File: src/rtl/gate_vector_decoder_if.sv
// Handshake bundle between a gate-vector source and gate_vector_decoder.
// Valid/ready: a transfer happens on a rising clk edge where valid and ready are both 1.
interface gate_vector_decoder_if;
    logic       in_valid;
    logic       in_ready;
    logic [0:6] vec;
    logic       out_valid;
    logic       out_ready;
    logic       out_a;
    logic       out_b;
    logic       out_err;

    modport master (
        output in_valid,
        output vec,
        output out_ready,
        input  in_ready,
        input  out_valid,
        input  out_a,
        input  out_b,
        input  out_err
    );

    modport slave (
        input  in_valid,
        input  vec,
        input  out_ready,
        output in_ready,
        output out_valid,
        output out_a,
        output out_b,
        output out_err
    );
endinterface

File: src/rtl/gate_vector_decoder.sv
// Recovers (a,b) from a 7-bit logic-gate result vector, flags illegal vectors,
// keeps saturating good/error counts and locks out input at an error limit.
module gate_vector_decoder #(
    parameter int CNT_W     = 8,
    parameter int ERR_LIMIT = 4
) (
    input  logic                 clk,
    input  logic                 rst,
    input  logic                 clr,
    gate_vector_decoder_if.slave bus,
    output logic [CNT_W-1:0]     cnt_ok,
    output logic [CNT_W-1:0]     cnt_err,
    output logic                 locked,
    output logic [1:0]           dbg_state_o
);

    // Debug encoding on dbg_state_o: 0 = IDLE, 1 = RUN, 2 = LOCKED.
    typedef enum logic [1:0] {
        ST_IDLE   = 2'd0,
        ST_RUN    = 2'd1,
        ST_LOCKED = 2'd2
    } state_t;

    localparam logic [CNT_W-1:0] CNT_MAX = '1;
    // A limit the counter can never reach simply never locks.
    localparam bit               LOCK_EN = (ERR_LIMIT > 0) && ($clog2(ERR_LIMIT + 1) <= CNT_W);
    localparam logic [CNT_W-1:0] LIMIT_V = CNT_W'(ERR_LIMIT);

    state_t           state_q, state_d;
    logic             out_valid_q;
    logic             out_a_q, out_b_q, out_err_q;
    logic [CNT_W-1:0] cnt_ok_q, cnt_err_q;

    logic             in_ready;
    logic             accept;
    logic             dec_legal, dec_a, dec_b;
    logic [CNT_W-1:0] ok_inc, err_inc;
    logic             lock_hit;

    always_comb begin
        dec_legal = 1'b1;
        dec_a     = 1'b0;
        dec_b     = 1'b0;
        case (bus.vec)
            7'b1001101: begin dec_a = 1'b0; dec_b = 1'b0; end
            7'b1011010: begin dec_a = 1'b0; dec_b = 1'b1; end
            7'b0011010: begin dec_a = 1'b1; dec_b = 1'b0; end
            7'b0110001: begin dec_a = 1'b1; dec_b = 1'b1; end
            default:    dec_legal = 1'b0;
        endcase
    end

    assign accept   = bus.in_valid & in_ready;
    assign ok_inc   = (cnt_ok_q  == CNT_MAX) ? cnt_ok_q  : cnt_ok_q  + 1'b1;
    assign err_inc  = (cnt_err_q == CNT_MAX) ? cnt_err_q : cnt_err_q + 1'b1;
    assign lock_hit = LOCK_EN && !dec_legal && (err_inc == LIMIT_V);

    // FSM: state register.
    always_ff @(posedge clk or posedge rst) begin
        if (rst) begin
            state_q <= ST_IDLE;
        end else begin
            state_q <= state_d;
        end
    end

    // FSM: next state. clr wins over any transition caused by a same-cycle accept.
    always_comb begin
        state_d = state_q;
        if (clr) begin
            state_d = ST_IDLE;
        end else if (accept) begin
            case (state_q)
                ST_IDLE, ST_RUN: state_d = lock_hit ? ST_LOCKED : ST_RUN;
                default:         state_d = state_q;
            endcase
        end
    end

    // FSM: outputs.
    always_comb begin
        in_ready    = (state_q != ST_LOCKED) & (!out_valid_q | bus.out_ready);
        locked      = (state_q == ST_LOCKED);
        dbg_state_o = state_q;
    end

    // Result register; values are held after consumption so outputs never go X.
    always_ff @(posedge clk or posedge rst) begin
        if (rst) begin
            out_valid_q <= 1'b0;
            out_a_q     <= 1'b0;
            out_b_q     <= 1'b0;
            out_err_q   <= 1'b0;
        end else if (accept) begin
            out_valid_q <= 1'b1;
            out_a_q     <= dec_a;
            out_b_q     <= dec_b;
            out_err_q   <= !dec_legal;
        end else if (bus.out_ready) begin
            out_valid_q <= 1'b0;
        end
    end

    always_ff @(posedge clk or posedge rst) begin
        if (rst) begin
            cnt_ok_q  <= '0;
            cnt_err_q <= '0;
        end else if (clr) begin
            cnt_ok_q  <= '0;
            cnt_err_q <= '0;
        end else if (accept) begin
            if (dec_legal) begin
                cnt_ok_q <= ok_inc;
            end else begin
                cnt_err_q <= err_inc;
            end
        end
    end

    assign bus.in_ready  = in_ready;
    assign bus.out_valid = out_valid_q;
    assign bus.out_a     = out_a_q;
    assign bus.out_b     = out_b_q;
    assign bus.out_err   = out_err_q;
    assign cnt_ok        = cnt_ok_q;
    assign cnt_err       = cnt_err_q;

endmodule

File: src/flat_wrapper.sv
// flat-port wrapper written by rule: the top's interface ports become plain ports
module gate_vector_decoder_flat 
#(
    parameter int CNT_W     = 8,
    parameter int ERR_LIMIT = 4
)
  (clk, rst, clr, cnt_ok, cnt_err, locked, dbg_state_o, bus_in_valid, bus_vec, bus_out_ready, bus_in_ready, bus_out_valid, bus_out_a, bus_out_b, bus_out_err);
  gate_vector_decoder_if bus_i ();
  input  logic clk;
  input  logic rst;
  input  logic clr;
  output logic [CNT_W-1:0] cnt_ok;
  output logic [CNT_W-1:0] cnt_err;
  output logic locked;
  output logic [1:0] dbg_state_o;
  input wire logic [$bits(bus_i.in_valid)-1:0] bus_in_valid;
  input wire logic [$bits(bus_i.vec)-1:0] bus_vec;
  input wire logic [$bits(bus_i.out_ready)-1:0] bus_out_ready;
  output wire logic [$bits(bus_i.in_ready)-1:0] bus_in_ready;
  output wire logic [$bits(bus_i.out_valid)-1:0] bus_out_valid;
  output wire logic [$bits(bus_i.out_a)-1:0] bus_out_a;
  output wire logic [$bits(bus_i.out_b)-1:0] bus_out_b;
  output wire logic [$bits(bus_i.out_err)-1:0] bus_out_err;
  assign bus_i.in_valid = bus_in_valid;
  assign bus_i.vec = bus_vec;
  assign bus_i.out_ready = bus_out_ready;
  assign bus_in_ready = bus_i.in_ready;
  assign bus_out_valid = bus_i.out_valid;
  assign bus_out_a = bus_i.out_a;
  assign bus_out_b = bus_i.out_b;
  assign bus_out_err = bus_i.out_err;
  gate_vector_decoder #(.CNT_W(CNT_W), .ERR_LIMIT(ERR_LIMIT)) u_core (.clk(clk), .rst(rst), .clr(clr), .bus(bus_i), .cnt_ok(cnt_ok), .cnt_err(cnt_err), .locked(locked), .dbg_state_o(dbg_state_o));
endmodule
File: config.mk
export PLATFORM = sky130hd
export DESIGN_NAME = gate_vector_decoder_flat
export DESIGN_NICKNAME = d
export VERILOG_FILES = /design/src/rtl/gate_vector_decoder_if.sv /design/src/rtl/gate_vector_decoder.sv /design/src/flat_wrapper.sv
export SDC_FILE = /design/constraint.sdc
export NUM_CORES = 1
export LEC_CHECK = 0
export CAP_MARGIN = 20
export CORE_MARGIN = 2
export CORE_UTILIZATION = 45
export DETAILED_ROUTE_END_ITERATION = 8
export DONT_BUFFER_PORTS = 1
export MAX_ROUTING_LAYER = met4
export PLACE_DENSITY = 0.62
export SYNTH_ARGS = -nofsm -noshare
export SYNTH_HDL_FRONTEND = slang
export SYNTH_SLANG_ARGS = --single-unit
File: constraint.sdc
create_clock -name clk -period 3.65 [get_ports clk]
set_clock_uncertainty 0.2 [all_clocks]
set_input_delay 0.5475 -clock clk [delete_from_list [all_inputs] [get_ports clk]]
set_output_delay 0.5475 -clock clk [all_outputs]
set_load 0.03 [all_outputs]
==> metrics, run 1 <==
Setup crit end kind=flop; Routed Antenna Nets=0; DRT iter0 DRCs=56; Leakage Power=0.545 nW; Total Power=0.499 mW; critical path's slowest cell=dfrtp_1; placed cells=162; CP Class=flop to flop; drc violations=0; die height=57.4 microns; vias in the first global route=1011; GRT Residual Overflow=0; Layout Cells excl Fill=166; crit-path max FO=12; share of cells above drive strength 1=0.0370; clk sink count=22; TritonCTS clock tree=built; status=finished clean; post-CTS setup buffers=0; DIE AREA=0.00330 sq mm; drt pass-1 iters=4; clk slew on worst S/H paths=0.12 ns; RSZ-0062 raised after global routing=no; htree depth=1; min-delay worst type=primary input to async pin; Synth cell types=41; GPL Wtd Cong=0.881; final wirelength=2840 microns; CTS Buf Count=3; asr flop ratio synth=1.00; Max Cap Viol=0; Worst Setup Slack post-DPL=1.22 ns; placed inst area=0.00130 sq mm; Post-Syn Instances=136; final setup fails=0; largest net degree at the start of global routing=23; clock buffer depth=2; min Tclk post-route=2.39 ns; Skew-Pair Late Insertion Delay=0.30 ns; setup ws final=1.26 ns; antenna violations before repair=0; maximum VDD drop=0.000209 V; Die Span X=57.4 microns; crit path DAT=2.38 ns; Slew headroom=0.433; Fill cells=255; Worst setup SP type=flop; Syn Area/Cell=9.45 sq um; number of synthesized flops with an enable pin=0; Final Instance Area=0.00135 sq mm; crit path buf inv count=0; cell area after synthesis=0.00128 sq mm; Slowest Stage Delay on Critical Path=0.56 ns; # rows=19; setup TNS=0 ns; YS warnings=0; Final Max Tran Viols=0; wire per inst=17.1 microns; Vias/cell=6.67; Seq/Total Area, Yosys=0.428; fmax=418 MHz; Hold Fails Final Rpt=0; dpl hpwl=2070 microns; post-cts hold buffer count=0; global-route wire length before repair=4530 microns; core box area=0.00273 sq mm; P per Cell Area=370 mW/mm^2; crit-path cells=nand2b_1 -> nand3_2 -> a41o_1 -> nor4_1 -> mux2_1; antenna diode count=0; flop and latch count out of synthesis=22; Slew @ Worst Pin=0.850 ns; period utilisation layout=0.655; I/O Buffers=0; Ports=36; P&R area growth vs syn=5.06%; Nets=150; Initial Util=0.470; Largest delay share family, worst path=simple AND/OR/NAND/NOR gates; Post-Syn Nets=150; vias post-DR=1107; post-CTS sizing=0; CTS Root Buffer Type=clkbuf_4; required time of the critical path=3.64 ns; Main synth FF type=dfrtp_1; GRT Util Overall=0.177
==> state kept, by name, summed over array words and instances (netlist names) <==
register,count
u_core.bus.out_a,1
u_core.bus.out_b,1
u_core.bus.out_err,1
u_core.bus.out_valid,1
u_core.cnt_err,8
u_core.cnt_ok,8
u_core.dbg_state_o,2
==> per-layer routing <==
metal	GRT usage	vias to the layer above	share of wire
met5	-	-	0
met4	0.0664	0	0.013
met3	0.0408	4	0.062
met2	0.289	43	0.50
met1	0.213	532	0.42
li1	-	528	-
==> kinds of logic after synthesis <==
group                    after synthesis  synth area share
flip-flops                            22             0.428
buffers and inverters                 12            0.0409
adder cells (fa/ha/maj)                2            0.0195
multiplexers                           5            0.0419
XOR/XNOR                               1           0.00682
AO/OA/AOI/OAI                         43             0.237
AND/OR/NAND/NOR                       51             0.226
==> report_power, final <==
part           switching (mW)  internal [mW]  leakage [nW]  total [mW]
combinational          0.0276         0.0157         0.217      0.0433
clock                  0.0725          0.111        0.0279       0.183
sequential             0.0222          0.250         0.300       0.272
==> final timing paths <==
kind	from	endpoint	slack, ns	cells past startpoint
worst max-delay path	u_core.dbg_state_o[0]	u_core.cnt_ok[5]	1.26	5
worst min-delay path	rst	u_core.dbg_state_o[0]	0.08	1
worst max register to register	u_core.dbg_state_o[0]	u_core.cnt_ok[5]	1.26	5
worst min register to register	u_core.bus.out_a	u_core.bus.out_a	0.50	2
max in group asynchronous	rst	u_core.cnt_err[0]	2.64	1
min in group clk	clr	u_core.cnt_ok[7]	0.08	1
==> worst register-to-register path, cell delays in order, from the launching register on <==
cell,delay [ns]
dfrtp_1,0.56
nand2b_1,0.23
nand3_2,0.20
a41o_1,0.39
nor4_1,0.34
mux2_1,0.36
==> cells in the mapped netlist, types with 3 or more instances <==
cell type	number	area, sq um
nand4bb_1	3	33.8
a31oi_1	3	18.8
dfrtp_1	22	551
or4_1	4	30.0
nor3_1	3	15.0
nand2_1	9	33.8
o21ai_1	3	15.0
mux2_1	3	33.8
nand4_1	3	18.8
o21a_1	4	30.0
nand3_1	7	35.0
inv_1	7	26.3
a21oi_1	10	50.1
nor2_1	10	37.5
nand2b_1	3	18.8
clkbuf_1	4	15.0
o31ai_1	5	37.5
==> through the flow <==
stage | util | hold WS (ns)
6_report | 0.494 | 0.0830
5_1_grt | 0.494 | 0.0568
4_1_cts | 0.494 | 0.0710
3_5_place_dp | 0.475 | 0.415
3_3_place_gp | 0.475 | 0.413
2_1_floorplan | - | 0.337
==> layout by cell type (no fill, tap or decap), types with 2 or more instances in the layout <==
cell	Yosys	layout
nand4_1	3	3
nor3_1	3	3
a311oi_1	2	2
o21ai_1	3	3
o21ai_0	2	2
nor2b_1	2	2
a211oi_1	2	2
nand4bb_1	3	3
mux2i_1	2	2
clkbuf_4	0	3
ha_1	2	2
dfrtp_1	22	22
a41oi_1	2	2
inv_1	7	7
or4_1	4	4
a41o_1	2	2
o31ai_1	5	5
a21oi_1	10	10
nand2b_1	3	3
nand3_1	7	7
mux2_1	3	3
o2111ai_1	2	2
a31oi_1	3	3
nor2_1	10	10
o21a_1	4	4
nand2_1	9	9
==> layout make-up <==
type	instances	area, sq um	area share
clock buffer	3	22.5	0.0167
clock inverter	1	30.0	0.0222
inverter	7	26.3	0.0195
multi-input combinational	102	682	0.505
sequential	22	551	0.408
tap	31	38.8	0.0287
Power figures use the tool's default switching activity.
==> inputs of run 2 (changes only) <==
clock period = 2.32 ns   (was 3.65 ns; I/O delays follow)
==> metrics, run 2 (synthesis results as in run 1) <==
status=finished clean; most frequent cells in the layout=22 x dfrtp_1, 19 x buf_4, 10 x nor2_1, 10 x a21oi_1, 9 x nand2_1; Vias/cell=6.47; sequential standard cell area=551 sq um; die height=57.4 microns; Gate power share=0.148; Skew-Pair Late Insertion Delay=0.31 ns; final setup fails=0; clk sink count=22; Hold Fails Final Rpt=0; Slew @ Worst Pin=0.843 ns; Routed Antenna Nets=0; sw frac=0.287; drc violations=0; vias post-DR=1209; clock buffer depth=2; Fill cells=259; RSZ-0062 raised after global routing=no; antenna violations before repair=0; DRT iter0 DRCs=31; largest net degree at the start of global routing=23; Initial Util=0.470; part of the power in registers=0.554; placed cells=181; antenna diode count=0; most common cell after layout, fill and taps aside=dfrtp_1; core box area=0.00273 sq mm; post-CTS sizing=0; area occupied by multi-input gates=682 sq um; GRT Residual Overflow=0; Nets=171; setup ws final=0.231 ns; crit path DAT=2.09 ns; Reg2Reg Setup Slack=0.23 ns; required time of the critical path=2.32 ns; GRT Util Overall=0.216; htree depth=1; Worst Setup Slack post-DPL=0.137 ns; worst hold slack=0.0261 ns; DIE AREA=0.00330 sq mm; internal power=0.529 mW; crit-path max FO=7; # rows=19; Layout Cells excl Fill=187; P_sw=0.213 mW; GPL Wtd Cong=0.810; Clock power frac=0.298; wire per inst=17.3 microns; Total Power=0.742 mW; Ports=36; Final Max Tran Viols=0; clk slew on worst S/H paths=0.14 ns; Slew headroom=0.437; fmax=479 MHz; share of cells above drive strength 1=0.154; Setup crit end kind=flop; P&R area growth vs syn=16.5%; Leakage Power=0.647 nW; TritonCTS clock tree=built; min-delay worst type=primary input to flop; Max Cap Viol=0; final wirelength=3230 microns; maximum VDD drop=0.000347 V; I/O Buffers=0; global-route wire length before repair=5390 microns; period utilisation layout=0.901; drt pass-1 iters=4; P per Cell Area=496 mW/mm^2; CP Class=flop to flop; dpl hpwl=2360 microns; CTS Buf Count=3; setup TNS=0 ns; CTS Root Buffer Type=clkbuf_4; vias in the first global route=1191; min Tclk post-route=2.09 ns; Worst setup SP type=flop; Die Span X=57.4 microns
run 2: final timing paths:
| path | endpoint | cells past startpoint | startpoint |
|---|---|---|---|
| setup / recovery | u_core.cnt_err[0] | 5 | u_core.bus.out_valid |
| hold / removal | u_core.bus.out_b | 2 | bus_vec[6] |
| setup reg to reg | u_core.cnt_err[0] | 5 | u_core.bus.out_valid |
| hold reg to reg | u_core.bus.out_valid | 2 | u_core.bus.out_valid |
| max in group asynchronous | u_core.cnt_ok[4] | 2 | rst |
| min in group asynchronous | u_core.bus.out_valid | 2 | rst |
run 2: routing by layer:
layer  part of all wire  global-route usage  up-vias
met5                  0                   -        -
met4             0.0059              0.0631        0
met3              0.051              0.0408        2
met2               0.54               0.391       50
met1               0.40               0.237      585
li1                   -                   -      572
run 2: per-stage QoR:
step | utilization | area [sq um]
floorplan | - | 1280
global placement | 0.527 | 1440
detailed placement | 0.527 | 1440
CTS | 0.547 | 1500
global route | 0.547 | 1500
finish | 0.547 | 1500
run 2: power groups by stage:
stage | logic [mW] | clock network, mW | registers (mW)
floorplan | 0.0621 | 0 | 0.432
global placement | 0.101 | 0 | 0.417
detailed placement | 0.104 | 0 | 0.418
CTS | 0.110 | 0.226 | 0.411
global route | 0.120 | 0.242 | 0.412
finish | 0.110 | 0.222 | 0.411
run 2: final cells by class:
type                       count  share of cell area
inverter                       7              0.0176
timing repair buffer          21               0.109
multi-input combinational    102               0.456
tap                           31              0.0259
clock buffer                   4              0.0242
sequential                    22               0.368
run 2: worst max-delay path, stage by stage, from the launching register on:
cell	delay, ns
dfrtp_1	0.41
nand2b_1	0.16
o2111ai_1	0.15
nor2_1	0.41
o21a_1	0.30
mux2_1	0.34
run 2: timing repair:
| action | in CTS | in global routing |
|---|---|---|
| hold buffers | 2 | 0 |
| buffers inserted | 0 | 0 |
| endpoints found under the hold margin | 35 | 0 |
